--- src/rtl/fifo_arb_pkg.sv ---
// Shared types and default sizing for the FIFO write-side arbiter.
package fifo_arb_pkg;

    localparam int DEF_NREQ    = 4;
    localparam int DEF_DW      = 8;
    localparam int DEF_MAX_PKT = 16;
    localparam int DEF_TMO     = 32;

    typedef enum logic {
        IDLE = 1'b0,
        XFER = 1'b1
    } arb_state_e;

    // Round-robin pointer advance: the index after idx, wrapping at n.
    function automatic int wrap_inc(input int idx, input int n);
        return (idx + 1 >= n) ? 0 : idx + 1;
    endfunction

endpackage

--- src/rtl/fifo_wr_arbiter_rr_picker.sv ---
// Combinational round-robin search: first asserted req at or above rr_ptr, wrapping.
module rr_picker #(
    parameter int NREQ = 4,
    parameter int IW   = $clog2(NREQ)
) (
    input  logic [NREQ-1:0] req,
    input  logic [IW-1:0]   rr_ptr,
    output logic            valid,
    output logic [IW-1:0]   index
);

    int cand;

    always_comb begin
        valid = 1'b0;
        index = '0;
        cand  = 0;
        for (int k = 0; k < NREQ; k++) begin
            cand = (int'(rr_ptr) + k) % NREQ;
            if (!valid && req[IW'(cand)]) begin
                valid = 1'b1;
                index = IW'(cand);
            end
        end
    end

endmodule

--- src/rtl/fifo_wr_arbiter.sv ---
// Packet-locked round-robin arbiter feeding one FIFO write port from NREQ sources,
// with forced release on oversize packets and on an owner that stops sending.
module fifo_wr_arbiter
    import fifo_arb_pkg::*;
#(
    parameter int NREQ    = DEF_NREQ,
    parameter int DW      = DEF_DW,
    parameter int MAX_PKT = DEF_MAX_PKT,
    parameter int TMO     = DEF_TMO
) (
    input  logic                     clk,
    input  logic                     wreset,
    input  logic [NREQ-1:0]          req,
    input  logic [NREQ-1:0]          last,
    input  logic [NREQ*DW-1:0]       din,
    output logic [NREQ-1:0]          ack,
    input  logic                     full,
    output logic                     winc,
    output logic [DW-1:0]            wdata,
    output logic [$clog2(NREQ)-1:0]  owner,
    output logic                     busy,
    output logic                     err
);

    localparam int OW = $clog2(NREQ);
    localparam int BW = $clog2(MAX_PKT + 1);
    localparam int SW = $clog2(TMO + 1);

    arb_state_e    state_q, state_d;
    logic [OW-1:0] owner_q, owner_d;
    logic [OW-1:0] rr_ptr_q, rr_ptr_d;
    logic [BW-1:0] beat_q, beat_d;
    logic [SW-1:0] stall_q, stall_d;
    logic          err_q, err_d;
    logic          pick_valid;
    logic [OW-1:0] pick_index;
    logic          owner_req;

    rr_picker #(
        .NREQ (NREQ),
        .IW   (OW)
    ) u_picker (
        .req    (req),
        .rr_ptr (rr_ptr_q),
        .valid  (pick_valid),
        .index  (pick_index)
    );

    // Write path is purely combinational; reset also blocks writes in its own cycle.
    assign owner_req = req[owner_q];
    assign winc      = (state_q == XFER) && owner_req && !full && !wreset;
    assign ack       = winc ? (NREQ'(1) << owner_q) : '0;
    assign wdata     = din[owner_q*DW +: DW];
    assign owner     = owner_q;
    assign busy      = (state_q == XFER);
    assign err       = err_q;

    always_comb begin
        state_d  = state_q;
        owner_d  = owner_q;
        rr_ptr_d = rr_ptr_q;
        beat_d   = beat_q;
        stall_d  = stall_q;
        err_d    = 1'b0;
        case (state_q)
            IDLE: begin
                if (pick_valid) begin
                    owner_d  = pick_index;
                    rr_ptr_d = OW'(wrap_inc(int'(pick_index), NREQ));
                    beat_d   = '0;
                    stall_d  = '0;
                    state_d  = XFER;
                end
            end
            XFER: begin
                if (winc) begin
                    stall_d = '0;
                    beat_d  = beat_q + 1'b1;
                    if (last[owner_q]) begin
                        state_d = IDLE;
                    end else if (beat_q == BW'(MAX_PKT - 1)) begin
                        state_d = IDLE;
                        err_d   = 1'b1;
                    end
                end else if (!owner_req) begin
                    // Only an absent owner counts toward the timeout; full back-pressure does not.
                    if (stall_q == SW'(TMO - 1)) begin
                        state_d = IDLE;
                        err_d   = 1'b1;
                    end else begin
                        stall_d = stall_q + 1'b1;
                    end
                end
            end
            default: state_d = IDLE;
        endcase
    end

    always_ff @(posedge clk) begin
        if (wreset) begin
            state_q  <= IDLE;
            owner_q  <= '0;
            rr_ptr_q <= '0;
            beat_q   <= '0;
            stall_q  <= '0;
            err_q    <= 1'b0;
        end else begin
            state_q  <= state_d;
            owner_q  <= owner_d;
            rr_ptr_q <= rr_ptr_d;
            beat_q   <= beat_d;
            stall_q  <= stall_d;
            err_q    <= err_d;
        end
    end

endmodule

--- config.mk ---
export PLATFORM = sky130hd
export DESIGN_NAME = fifo_wr_arbiter
export DESIGN_NICKNAME = d
export VERILOG_FILES = /design/src/rtl/fifo_arb_pkg.sv /design/src/rtl/fifo_wr_arbiter_rr_picker.sv /design/src/rtl/fifo_wr_arbiter.sv
export SDC_FILE = /design/constraint.sdc
export NUM_CORES = 1
export LEC_CHECK = 0
export CAP_MARGIN = 15
export CORE_MARGIN = 10
export CORE_UTILIZATION = 45
export CTS_BUF_LIST = sky130_fd_sc_hd__clkbuf_4 sky130_fd_sc_hd__clkbuf_8
export DETAILED_ROUTE_END_ITERATION = 16
export PLACE_DENSITY = 0.84
export RECOVER_POWER = 25
export SYNTH_ARGS = -nofsm -noshare
export SYNTH_HDL_FRONTEND = slang
export SYNTH_SLANG_ARGS = --single-unit
--- constraint.sdc ---
create_clock -name clk -period 3.9 [get_ports clk]
set_clock_uncertainty 0.1 [all_clocks]
set_input_delay 0.78 -clock clk [delete_from_list [all_inputs] [get_ports clk]]
set_output_delay 0.78 -clock clk [all_outputs]
set_load 0.005 [all_outputs]
==> impl_results.md <==
- Status: finished clean
- Detail Placement HPWL: 3.467 mm
- Std-Cell Rows: 19
- Total CTS buffers: 3
- First-iteration detailed-routing DRC count: 54
- CTS clock-pin slew for the worst setup and hold paths: 0.10 ns
- Top post-synthesis cells by area: dfxtp_1, mux4_2, mux4_1
- TritonCTS clock tree: done
- Grt ovf: 0
- Worst Path Required: 3.02 ns
- Hold worst-path end: beat_q[4]$_SDFFE_PP0P_
- Antenna-violating nets left: 0
- Setup tns final: 0 ns
- Drt total wl: 4.036 mm
- Leakage: 0.7083 nW
- Clock Tree Buf Depth: 2
- Levels on crit path: 5
- Bufs and invs on worst path: 3
- Layout cells sized above 1: 0.09326
- Die area: 5278 µm²
- H-tree depth: 1
- Crit end category: output pin
- Met1 Use GR: 0.1934
- CP delay by family, top: buffers and inverters
- Worst R2R End: stall_q[5]$_SDFFE_PP0P_
- YS warnings: 0
- Total power: 0.4780 mW
- Final WS setup: 0.2002 ns
- # setup viols final: 0
- Hold Path Stages: 2
- Endpoints failing hold: 0
- Vias in the first global route: 1281
- Max Freq: 270.3 MHz
- First-pass GRT wire length: 6.403 mm
- Peak supply drop: 229.5 µV
- Worst Reg2Reg Path Length in Cells: 5
- CTS Hold Bufs: 0
- Max transition margin: 0.5893
- Hold wc startpoint: beat_q[4]$_SDFFE_PP0P_
- Cell variety after synth: 34
- Number of port buffers: 59
- Initial antenna violation count: 0
- WL/cell: 18.02 µm
- Clock latency on the worst-skew pair: 0.29 ns
- Largest net degree at the start of global routing: 18
- Post-synthesis cell area: 1247 µm²
- CTS resizes: 0
- I/O Pins: 60
- Via density: 5.737
- Crit Path Max Fanout: 7
- Mapped Cells: 135
- Drt pass-1 iters: 4
- Initial Util: 0.4603
- Hold WS: 0.3770 ns
- Via count: 1285
- Unrepaired setup endpoints after global routing: false
- Layout area overhead: 51.15%
- Postcts setup bufs: 0
- Total track usage: 0.1490
- Critical path arrival: 2.82 ns
- Die height: 72.65 µm
- Syn nets: 181
- M3 GR Usage: 0.04898
- Synth area leader: dfxtp_1
- Die Wd: 72.65 µm
- Worst path slowest cell: dlygate4sd3_1
- GPL Wtd Cong: 0.8479
- FF-to-FF Start: owner[1]$_SDFFE_PP0P_
- TritonCTS Sinks: 17
- CP max stage delay: 0.62 ns
- Period utilization: 0.9487
- Root Buffer: clkbuf_4
- Crit path cell chain: dlygate4sd3_1 > mux2_1 > a22oi_1 > inv_1 > clkdlybuf4s50_1
- R2R Setup Slk: 1.70 ns
- Sequential area share after synthesis: 0.2728
- #FFs+latches synth: 17
- Worst setup path class: in -> out
- Hold/Removal Path Class: reg -> reg
- Mapped Avg Cell Area: 9.240 µm²
- GR Util met2: 0.2283
- Fin. max-slew vios: 0
- Final Critical Period: 3.700 ns
- Number of remaining DRC errors: 0
- Diodes inserted: 0
- Place WS: 0.2978 ns
- Layout net count: 240
- Yosys top cell area share: 0.2728
- Core area: 2710 µm²
- Pwr Density: 253.5 nW/µm²
- Max Cap Viol: 0
- Worst slew pin tran: 0.6152 ns
- Gr busiest metal: met2
- CP Launch Type: input pin
-- logic make-up after synthesis --
family,Yosys count,share of synthesized area
fa+ha+maj,3,0.03009
buf+inv,12,0.04213
simple gates,52,0.2227
compound gates,30,0.1525
mux,16,0.2447
xor+xnor,5,0.03510
flops,17,0.2728
-- cells in the final DEF, fill, tap and decap left out, types with 4 or more instances in the layout --
cell type / count
inv_1: 5
xnor2_1: 4
mux4_2: 6
nand2_1: 8
clkdlybuf4s50_1: 57
nand2b_1: 6
a22o_1: 4
nor2_1: 17
a21oi_1: 15
dfxtp_1: 17
mux4_1: 4
nor3_1: 5
-- registers in the layout, summed over array words and instances, names as in the netlist, named ones only --
register / flops
rr_ptr_q: 1
owner: 2
busy: 1
beat_q: 5
stall_q: 6
err: 1
-- layout make-up --
cell class | instances | area [µm²]
multi-input cells | 106 | 854.6
repair buffers | 61 | 605.6
inverters | 5 | 18.77
well taps | 31 | 38.79
clock inverters | 1 | 5.005
fillers | 215 | 824.5
clock buffers | 3 | 22.52
flip-flops and latches | 17 | 340.3
-- worst min-delay path: stages (launching register included) --
cell,delay [ns]
dfxtp_1,0.33
nand3_1,0.06
a21oi_1,0.06
-- through the flow --
step	utilization	instance area (µm²)	cells
6_report	0.6958	1886	224
5_1_grt	0.6958	1886	224
4_1_cts	0.6958	1886	224
3_5_place_dp	0.6856	1858	220
3_3_place_gp	0.6856	1858	220
2_1_floorplan	-	1247	135
-- metal layers --
layer / vias to the layer above / wire length (µm)
met5: - / 0
met4: 0 / 63
met3: 8 / 402
met2: 69 / 1778
met1: 581 / 1791
li1: 627 / -
-- where the power goes --
group	internal, mW	leakage (nW)	switching (mW)
Sequential	0.182	0.138	0.0174
Combinational	0.119	0.552	0.0673
Clock	0.0381	0.0177	0.0546
Total	0.339	0.708	0.139
-- synthesized netlist by cell type --
master	count
a22o_1	4
nor2_1	17
and3_1	3
nor2b_1	1
mux4_1	4
nand4_1	3
nor4b_1	1
a22oi_1	1
clkbuf_1	6
nand2b_1	6
or3_1	1
nor3_1	5
nor3b_1	1
inv_1	5
buf_6	1
a211oi_1	3
and4bb_2	1
and2_1	1
xnor2_1	4
o31ai_1	1
ha_1	3
xor2_1	1
nor4_2	1
o21ai_0	2
nor2b_4	1
o22a_1	2
mux4_2	6
mux2_2	4
a21o_1	2
dfxtp_1	17
mux2i_1	2
nand2_1	8
a21oi_1	15
nand3_1	2
-- worst max path at each step --
stage	end	slack, ns	from
final	winc	0.20	req[1]
after global routing	winc	0.09	req[1]
after CTS	ack[0]	0.29	full
after detailed placement	ack[0]	0.30	full
after global placement	winc	0.36	wreset
after floorplan	winc	1.51	req[1]
Power figures use the tool's default switching activity.
==> RTL change 1: new RTL, config.mk and constraints unchanged <==
Change the package constant `DEF_DW` from 8 to 7.
--- a/src/rtl/fifo_arb_pkg.sv
+++ b/src/rtl/fifo_arb_pkg.sv
@@ -4,3 +4,3 @@
     localparam int DEF_NREQ    = 4;
-    localparam int DEF_DW      = 8;
+    localparam int DEF_DW      = 7;
     localparam int DEF_MAX_PKT = 16;
Ports: changed (resized din and wdata); port bits go from 60 to 55. The function was not compared with the original's and may differ.
==> RTL change 1 against the original RTL <==
- routed wire length shrank 2.8%
- critical path depth is the same
- sequential cell count is the same
- global-route usage shrank 0.70 points
- worst setup slack gained 180 ps
- die area shrank 0.66%
- count of clock-buffer cells in the layout grew 1
- area after synthesis shrank 0.90%
- clock power grew 7.7%
- core utilization grew 2.3 points
- combinational power shrank 3%
- total power grew 2.7%
- design area shrank 3.1%
- synthesized cell count grew 5.9%
- highest routed layer unchanged
==> RTL change 1: results (changes against the original RTL) <==
metric;value;unit;change
status;completed;;
WL met3;467;um;+16%
Crit Path Max Fanout;6;;-1
Synth area leaders;dfxtp_1 (28%), mux4_2 (11%), mux4_1 (6.4%);;
crit path time final;3520;ps;-184 ps
Final Non-Filler Cells;226;;+0.89%
sequential element share of the synthesized area;27.5;%;+0.25 points
CP Launch Point;req[0];;
largest net degree at the start of global routing;16;;-2
WL/cell;17.3;um;-3.7%
final net count;239;;-0.42%
vias after detailed routing;1306;;+1.6%
Largest register FFs;6;;unchanged
worst reg2reg endpoint;beat_q[1];;
Worst path slowest cell;dlygate4sd3_1;;
Pleak;0.673;nW;-4.9%
Avg Cell Area, Syn;8.64;um2;-6.4%
Netlist cell types;40;;+18%
M1 WL;1.84;mm;+2.6%
layout cell share with drive strength beyond 1;8.16;%;-1.2 points
GRT Total Usage;14.2;%;-0.70 points
routing usage on met1;19.3;%;-0.038 points
dpl cells;222;;+0.91%
max incr delay on CP;620;ps;about the same
post-DP HPWL;3.29;mm;-5.2%
arrival time at the worst endpoint;2640;ps;-180 ps
vias in the first global route;1199;;-6.4%
R2R Setup Slk;1400;ps;-300 ps
post-route cell area;0.00183;mm2;-3.1%
first-pass GRT wire length;6.11;mm;-4.6%
pre-CTS WS;489;ps;+191 ps
top cells by count, synth;dfxtp_1 (17), a21oi_1 (13), nand2_1 (13), nor2_1 (13), clkbuf_1 (8);;
Post-DP Area;0.00181;mm2;-2.8%
hold slack;377;ps;+0.502 ps
metal2 WL;1.58;mm;-11%
gpl congestion;0.836;;-1.5%
reg-to-reg startpoint;owner[0];;
initial detailed-routing violation count;57;;+5.6%
port bufs;54;;-8.5%
worst vdd ir;0.257;mV;+12%
Worst Tran Pin Value;701;ps;+85.5 ps
# fillers;184;;-14%
syn nets;185;;+2.2%
RTL change 1: cell count changes in the layout (fill, tap and decap cells not counted), sizes merged, moves of 4 or more:
cell and delta:
a22o -4, clkdlybuf4s50 -7, nand2 +5, nor2 -4, o21ai +5
RTL change 1: power breakdown:
group          switching (mW)  internal [mW]
registers              0.0290          0.182
logic                  0.0634          0.116
clock network          0.0529         0.0468
total                   0.145          0.346
RTL change 1: cells by family after synthesis:
logic type                 after synthesis  synth area share [%]
xor gates and xnor gates                 4                  2.83
DFF                                     17                  27.5
adders and majority gates                3                  3.04
buffers and inverters                   17                  5.87
muxes                                   12                  19.9
and+or+nand+nor                         56                  23.0
AOI/OAI and AO/OA                       34                  17.8
RTL change 1: cell type report:
cell class / instances / area share [%]
Multi-Input combinational cell: 109 / 45.0
Timing Repair Buffer: 59 / 31.2
Sequential cell: 17 / 18.6
Tap cell: 30 / 2.05
Clock buffer: 4 / 1.64
Inverter: 7 / 1.44
==> RTL change 2: new RTL, same flow settings <==
Made on the original files. Remove the register `err_q`: a continuous assignment takes its place, so the output `err` follows one clock earlier.
--- a/src/rtl/fifo_wr_arbiter.sv
+++ b/src/rtl/fifo_wr_arbiter.sv
@@ -105,3 +105,2 @@
             stall_q  <= '0;
-            err_q    <= 1'b0;
         end else begin
@@ -112,3 +111,2 @@
             stall_q  <= stall_d;
-            err_q    <= err_d;
         end
@@ -116,2 +114,4 @@
 
+    assign err_q = err_d;
+
 endmodule
Function: changed (Yosys sat finds a counterexample within 4 cycles, from zero or initial values and one cycle with wreset high).
==> RTL change 2 against the original RTL <==
- area after synthesis increased by 0.40%
- via count increased by 6.6%
- die area increased by 0.29%
- total power increased by 7.5%
- hold slack improved by 37 ps
- routed wire length increased by 2.0%
- count of clock-buffer cells in the layout increased by 1
- design area increased by 1.8%
- sequential cell count decreased by 1
- highest routed layer unchanged
- worst setup slack got worse by 67 ps
- combinational power increased by 10%
- largest cell class unchanged
==> RTL change 2: results (changes against the original RTL) <==
metric;value;unit;change
# fillers;210;;-2.3%
Hold EP;stall_q[1];;
GRT Total Usage;16.5;%;+1.6 points
first-pass GRT wire length;7.06;mm;+10%
switching fraction of total power;29.9;%;+0.74 points
Pleak;0.690;nW;-2.6%
hold slack;414;ps;+37.3 ps
sequential element share of the synthesized area;25.6;%;-1.7 points
initial detailed-routing violation count;116;;+110%
xor and xnor area share after synthesis;2.10;%;-1.4 points
mux contribution to synthesized area;22.6;%;-1.9 points
post-DP HPWL;3.47;mm;about the same
worst vdd ir;0.235;mV;+2.3%
syn nets;188;;+3.9%
Slew headroom;60.3;%;+1.3 points
Crit Path Max Fanout;2;;-5
Synth area leaders;dfxtp_1 (26%), mux4_2 (14%), nor2_1 (5.4%);;
R2R Setup Slk;1560;ps;-140 ps
largest net degree at the start of global routing;17;;-1
Netlist cell types;39;;+15%
hold path startpoint;stall_q[1];;
layout cell share with drive strength beyond 1;10.8;%;+1.5 points
status;completed;;
post-synthesis compound-gate area fraction;13.9;%;-1.4 points
Reg2Reg Depth;6;;+1
reg-to-reg startpoint;owner[0];;
DRT Wirelength;4.12;mm;+2.0%
Post-DP Area;0.00189;mm2;+1.8%
-- RTL change 2: cell type report --
cell class | instances | area [um2] | share of cell area (%)
inverters | 7 | 26.3 | 1.37
repair buffers | 67 | 643 | 33.5
flip-flops and latches | 16 | 320 | 16.7
clock buffers | 4 | 36.3 | 1.89
well taps | 31 | 38.8 | 2.02
multi-input cells | 110 | 855 | 44.5
-- RTL change 2: worst max path at each step --
| stage | end | slack (ps) | cells after the start | start |
|---|---|---|---|---|
| after floorplan | err | 1030 | 4 | req[3] |
| after global placement | err | 210 | 5 | req[2] |
| after detailed placement | err | 130 | 5 | req[2] |
| after CTS | err | 130 | 5 | req[2] |
| after global routing | err | 2 | 5 | req[2] |
| final | err | 130 | 5 | req[1] |
-- RTL change 2: power groups by stage --
stage          Sequential (mW)  Clock (mW)  Combinational [mW]
6_report                 0.196       0.113               0.205
3_3_place_gp             0.199           0               0.203
2_1_floorplan            0.185           0               0.114
4_1_cts                  0.196       0.113               0.209
3_5_place_dp             0.200           0               0.208
5_1_grt                  0.199       0.121               0.224
-- RTL change 2: critical path: stages --
cell	delay (ps)
dlygate4sd3_1	550
mux4_2	480
or3_1	390
a21oi_1	150
clkdlybuf4s50_1	530
-- RTL change 2: stage by stage --
stage / total power, mW / instances / setup slack, ps
2_1_floorplan: 0.300 / 142 / 1030
3_3_place_gp: 0.402 / 231 / 212
3_5_place_dp: 0.408 / 231 / 128
4_1_cts: 0.518 / 235 / 125
5_1_grt: 0.543 / 235 / 2.46
6_report: 0.514 / 235 / 133
-- RTL change 2: logic make-up (layout without fill, tap and decap cells) --
group / count (synthesis) / count (layout)
AOI/OAI and AO/OA: 25 / 25
xor gates and xnor gates: 3 / 3
adders and majority gates: 4 / 4
buffers and inverters: 16 / 78
DFF: 16 / 16
muxes: 15 / 15
and+or+nand+nor: 63 / 63
-- RTL change 2: metal layers --
layer / vias up / routed length, um / share of wire, % / global-route usage (%)
li1: 652 / - / - / -
met1: 636 / 1460 / 35 / 15.9
met2: 78 / 1910 / 46 / 27.4
met3: 4 / 670 / 16 / 10.7
met4: 0 / 73 / 1.8 / 6.33
met5: - / 0 / 0 / 0
